## src/rtl/mux2to1_rr_arb_if.sv

```systemverilog
// rtl/mux2to1_rr_arb_if.sv - request/data/grant bundle between requesters and the round-robin mux arbiter
interface mux2to1_rr_arb_if #(
    parameter int W = 8
);
    logic [1:0]   req;
    logic [W-1:0] in0;
    logic [W-1:0] in1;
    logic         sel;
    logic [1:0]   grant;
    logic         busy;
    logic [W-1:0] out;

    modport master (
        output req, in0, in1,
        input  sel, grant, busy, out
    );

    modport slave (
        input  req, in0, in1,
        output sel, grant, busy, out
    );
endinterface

```

## src/rtl/mux2to1_rr_arb.sv

```systemverilog
// rtl/mux2to1_rr_arb.sv - round-robin owner arbiter with hold-limit preemption driving a 2:1 mux
module mux2to1_rr_arb #(
    parameter int W        = 8,
    parameter int MAX_HOLD = 4
) (
    input  logic              clk,
    input  logic              rst_n,
    mux2to1_rr_arb_if.slave   bus
);
    localparam int HW      = (MAX_HOLD > 0) ? $clog2(MAX_HOLD + 1) : 1;
    localparam int LIMIT_I = (MAX_HOLD > 0) ? MAX_HOLD - 1 : 0;
    localparam logic [HW-1:0] LIMIT = LIMIT_I[HW-1:0];

    typedef enum logic {IDLE, BUSY} state_t;

    state_t          state;
    logic            last;
    logic            sel_q;
    logic [1:0]      grant_q;
    logic            busy_q;
    logic [HW-1:0]   hold_cnt;

    logic            pick;
    logic            owner_req;
    logic            other_req;
    logic            preempt;

    // Tie goes to the requester that did not own last; otherwise the single requester.
    always_comb begin
        pick      = (bus.req == 2'b11) ? ~last : bus.req[1];
        owner_req = bus.req[sel_q];
        other_req = bus.req[~sel_q];
        preempt   = (MAX_HOLD != 0) && other_req && (hold_cnt == LIMIT);
    end

    always_ff @(posedge clk or negedge rst_n) begin
        if (!rst_n) begin
            state    <= IDLE;
            grant_q  <= 2'b00;
            busy_q   <= 1'b0;
            sel_q    <= 1'b0;
            last     <= 1'b1;
            hold_cnt <= '0;
        end else begin
            case (state)
                IDLE: begin
                    if (bus.req != 2'b00) begin
                        state    <= BUSY;
                        grant_q  <= {pick, ~pick};
                        busy_q   <= 1'b1;
                        sel_q    <= pick;
                        last     <= pick;
                        hold_cnt <= '0;
                    end
                end
                BUSY: begin
                    if (!owner_req && !other_req) begin
                        state    <= IDLE;
                        grant_q  <= 2'b00;
                        busy_q   <= 1'b0;
                        hold_cnt <= '0;
                    end else if (!owner_req || preempt) begin
                        // Release with the other waiting, or hold limit reached: hand over with no idle gap.
                        grant_q  <= {~sel_q, sel_q};
                        sel_q    <= ~sel_q;
                        last     <= ~sel_q;
                        hold_cnt <= '0;
                    end else if (other_req) begin
                        hold_cnt <= (hold_cnt == LIMIT) ? hold_cnt : hold_cnt + 1'b1;
                    end else begin
                        hold_cnt <= '0;
                    end
                end
                default: begin
                    state   <= IDLE;
                    grant_q <= 2'b00;
                    busy_q  <= 1'b0;
                end
            endcase
        end
    end

    assign bus.sel   = sel_q;
    assign bus.grant = grant_q;
    assign bus.busy  = busy_q;
    assign bus.out   = busy_q ? (sel_q ? bus.in1 : bus.in0) : '0;
endmodule

```

## src/flat_wrapper.sv

```systemverilog
// flat-port wrapper written by rule: the top's interface ports become plain ports
module mux2to1_rr_arb_flat 
#(
    parameter int W        = 8,
    parameter int MAX_HOLD = 4
)
  (clk, rst_n, bus_req, bus_in0, bus_in1, bus_sel, bus_grant, bus_busy, bus_out);
  mux2to1_rr_arb_if #(.W(W)) bus_i ();
  input  logic clk;
  input  logic rst_n;
  input wire logic [$bits(bus_i.req)-1:0] bus_req;
  input wire logic [$bits(bus_i.in0)-1:0] bus_in0;
  input wire logic [$bits(bus_i.in1)-1:0] bus_in1;
  output wire logic [$bits(bus_i.sel)-1:0] bus_sel;
  output wire logic [$bits(bus_i.grant)-1:0] bus_grant;
  output wire logic [$bits(bus_i.busy)-1:0] bus_busy;
  output wire logic [$bits(bus_i.out)-1:0] bus_out;
  assign bus_i.req = bus_req;
  assign bus_i.in0 = bus_in0;
  assign bus_i.in1 = bus_in1;
  assign bus_sel = bus_i.sel;
  assign bus_grant = bus_i.grant;
  assign bus_busy = bus_i.busy;
  assign bus_out = bus_i.out;
  mux2to1_rr_arb #(.W(W), .MAX_HOLD(MAX_HOLD)) u_core (.clk(clk), .rst_n(rst_n), .bus(bus_i));
endmodule
```

## config.mk

```make
export PLATFORM = sky130hd
export DESIGN_NAME = mux2to1_rr_arb_flat
export DESIGN_NICKNAME = d
export VERILOG_FILES = /design/src/rtl/mux2to1_rr_arb_if.sv /design/src/rtl/mux2to1_rr_arb.sv /design/src/flat_wrapper.sv
export SDC_FILE = /design/constraint.sdc
export NUM_CORES = 1
export LEC_CHECK = 0
export CAP_MARGIN = 20
export CELL_PAD_IN_SITES_DETAIL_PLACEMENT = 0
export CELL_PAD_IN_SITES_GLOBAL_PLACEMENT = 2
export CORE_MARGIN = 1.5
export CORE_UTILIZATION = 23
export CTS_CLUSTER_SIZE = 30
export DETAILED_ROUTE_END_ITERATION = 7
export PLACE_DENSITY_LB_ADDON = 0.1
export SYNTH_ARGS = -nofsm -noshare
export SYNTH_HDL_FRONTEND = slang
export SYNTH_SLANG_ARGS = --single-unit
```

## constraint.sdc

```tcl
create_clock -name clk -period 3.2 [get_ports clk]
set_clock_uncertainty 0.1 [all_clocks]
set_input_delay 0.32 -clock clk [delete_from_list [all_inputs] [get_ports clk]]
set_output_delay 0.32 -clock clk [all_outputs]
set_load 0.02 [all_outputs]
```

==> summary.txt <==
Run status
  – Outcome: complete, no violations

Timing
  – Endpoints failing setup: 0
  – Final worst slack: 0.824 ns
  – Hold Fails Final Rpt: 0
  – Worst slew pin tran: between 0.6 and 0.7 ns
  – Max Transition Viols Final: 0
  – Post-layout min period: between 2 and 2.5 ns
  – Slew headroom: a little under three fifths
  – Crit share post-route: roughly 74%
  – Fmax: around 420 MHz
  – RSZ-0062 raised after global routing: false
  – Setup TNS: 0 ns

Worst setup path
  – Crit. End Element: output port
  – Worst Path Required: ~2.8 ns
  – Worst Path Arrival: approximately 2.0 ns
  – CP Max Fanout: 15
  – Crit Path Class: flop to output port
  – Startpoint types: flop

Floorplan
  – Starting Density: around 25%
  – I/O pin count: 32
  – Die X: 55.7 um
  – Die height: 55.7 um
  – # rows: 18
  – Die ar.: approximately 3100 um2
  – Core area: 2540 um2

CTS
  – CTS buffer count: 3
  – H-Tree Depth: 1
  – CTS Hold Bufs: 0
  – Clk buf depth: 2
  – Post-CTS Setup Inserts: 0
  – CTS Sinks: 9
  – Clock transition at path regs: roughly 0.070 ns
  – CTS tree: yes
  – Worst skew pair latency: approximately 0.26 ns
  – Cts repair resizes: 0
  – Clock Tree Root: clkbuf_4

Placed design
  – HPWL after DPL: between 1000 and 1500 um
  – Routability cong.: ~0.65
  – Placed instance area: 948 um2
  – DP Worst Slack: around 1.1 ns
  – I/O Buffers: 31

Synth
  – Synth Area in Adders: about 5.7%
  – Synthesized instance count: 70
  – Largest family of logic cells by synthesized area: simple AND/OR/NAND/NOR gates
  – Post-Syn Area: between 600 and 700 um2
  – Mux share of post-synthesis cell area: 12.5%
  – Synth Area in Compound Gates: around 17%
  – Post-Synth Simple-Gate Area: between 15 and 20%
  – Sequential fraction of the synthesis area: 35.5%
  – Netlist cell types: 27
  – Mean area per synthesized cell: 9.12 um2
  – Synthesized flop and latch total: 9
  – Syn Nets: between 90 and 100
  – Synth Warn #: 0
  – XOR/XNOR Fraction of Synth Area: around 1.4%

Flow run
  – # Max-Cap Violations: 0

GRT
  – Largest net degree at the start of global routing: 16
  – Gr usage total: under 10%
  – GRT met1 Usage: 12.6%
  – GRT met3 Usage: under 10%
  – First-pass GRT wire length: between 2000 and 2500 um
  – Gr ovfl total: 0
  – Grt peak-use layer: met2
  – Vias in the first global route: roughly 500
  – Initial antenna violation count: 0
  – Met2 global-route usage: between 10% and 20%

Cells and area
  – # diodes: 0
  – Fin area: between 900 and 1000 um2
  – Area grow syn2layout: 52.7%
  – Nets: ~120
  – Fraction of layout cells with a size suffix above 1: 5.94%
  – Most common cell after layout, fill and taps aside: clkdlybuf4s50_1
  – Most frequent cells in the layout: 31 x clkdlybuf4s50_1, 9 x nor2b_1, 8 x mux2i_1, 8 x dfrtp_1
  – Number of fillers in the final layout: roughly 270

Detailed routing
  – Drt initial violations: 9
  – DRC viols: 0
  – Wire length per cell: 11.4 um
  – Routed Antenna Nets: 0
  – Drt total wl: between 1000 and 1500 um
  – Vias: ~610
  – Router iterations before antenna repair: 4
  – Routed vias/inst: 4.67

Power and ir drop
  – Static leakage: 0.416 nW
  – Final Power: around 380 uW
  – Pwr/cell area: between 300 and 400 nW/um2
  – Maximum VDD drop: approximately 0.21 mV

Worst hold path
  – Hold Path Class: primary input to asynchronous set/reset pin
[power by group]
part / internal [mW] / leakage [nW] / switching, mW
logic: 0.0835 / 0.291 / 0.0606
registers: 0.127 / 0.110 / 0.0210
clock network: 0.0480 / 0.0150 / 0.0404
total: 0.259 / 0.416 / 0.122
[cell families after synthesis]
group / after synthesis
AOI/OAI and AO/OA: 17
xor gates and xnor gates: 1
adders and majority gates: 3
buffers and inverters: 8
DFF: 9
muxes: 8
and+or+nand+nor: 24
[synthesized netlist by cell type (all sizes together)]
cell type  number  share of area [%]
a21boi          1                1.2
a21oi           3                2.4
a22o            1                1.4
a22oi           1                1.2
a2bb2oi         1                1.4
a31oi           1               0.98
a32o            1                1.6
and2b           1                1.2
buf             3                3.7
clkbuf          1                2.2
dfrtp           8                 31
dfstp           1                4.1
ha              2                3.9
inv             4                2.4
maj3            1                1.8
mux2i           8                 13
nand2           7                4.1
nand3           1               0.78
nor2            4                2.4
nor2b           9                8.8
nor3            1                1.6
o2111ai         1                1.4
o21ai           7                5.5
or2             1               0.98
xnor2           1                1.4
[final cells by class]
class / count / area [um2] / share of cell area (%)
multi-input cells: 53 / 359 / 36.8
repair buffers: 31 / 310 / 31.8
flip-flops and latches: 9 / 226 / 23.2
well taps: 30 / 37.5 / 3.85
clock buffers: 4 / 26.3 / 2.70
inverters: 4 / 15.0 / 1.54
[layer usage]
layer / vias to the layer above / part of all wire, % / wire length, um
li1: 308 / - / -
met1: 281 / 47 / 703
met2: 21 / 47 / 692
met3: 2 / 5.2 / 78
met4: 0 / 0.81 / 12
met5: - / 0 / 0
[final timing paths]
| check | from | end | slack (ns) | cells after the start |
|---|---|---|---|---|
| hold / removal | rst_n | u_core.state | 0.26 | 1 |
| setup / recovery | u_core.bus.sel | bus_out[5] | 0.82 | 3 |
| hold reg to reg | u_core.hold_cnt[2] | u_core.hold_cnt[2] | 0.39 | 2 |
| min in group clk | u_core.hold_cnt[2] | u_core.hold_cnt[2] | 0.39 | 2 |
| max in group asynchronous | rst_n | u_core.last | 2.41 | 1 |
| setup reg to reg | u_core.bus.sel | u_core.bus.grant[0] | 1.48 | 4 |
[worst max-delay path: stages (launching register included)]
cell,delay (ns)
dfrtp_1,0.76
mux2i_1,0.17
nor2b_1,0.14
clkdlybuf4s50_1,0.62
[flip-flops by register name, indices dropped and copies added (netlist names)]
name / count
u_core.state: 1
u_core.hold_cnt: 3
u_core.bus.grant: 2
u_core.bus.busy: 1
u_core.last: 1
u_core.bus.sel: 1
[through the flow]
step	cells	util (%)	hold slack, ns
2_1_floorplan	70	-	-0.0756
6_report	131	38.3	0.262
3_5_place_dp	127	37.3	0.374
4_1_cts	131	38.3	0.274
3_3_place_gp	127	37.3	0.366
5_1_grt	131	38.3	0.286
Power figures use the tool's default switching activity.
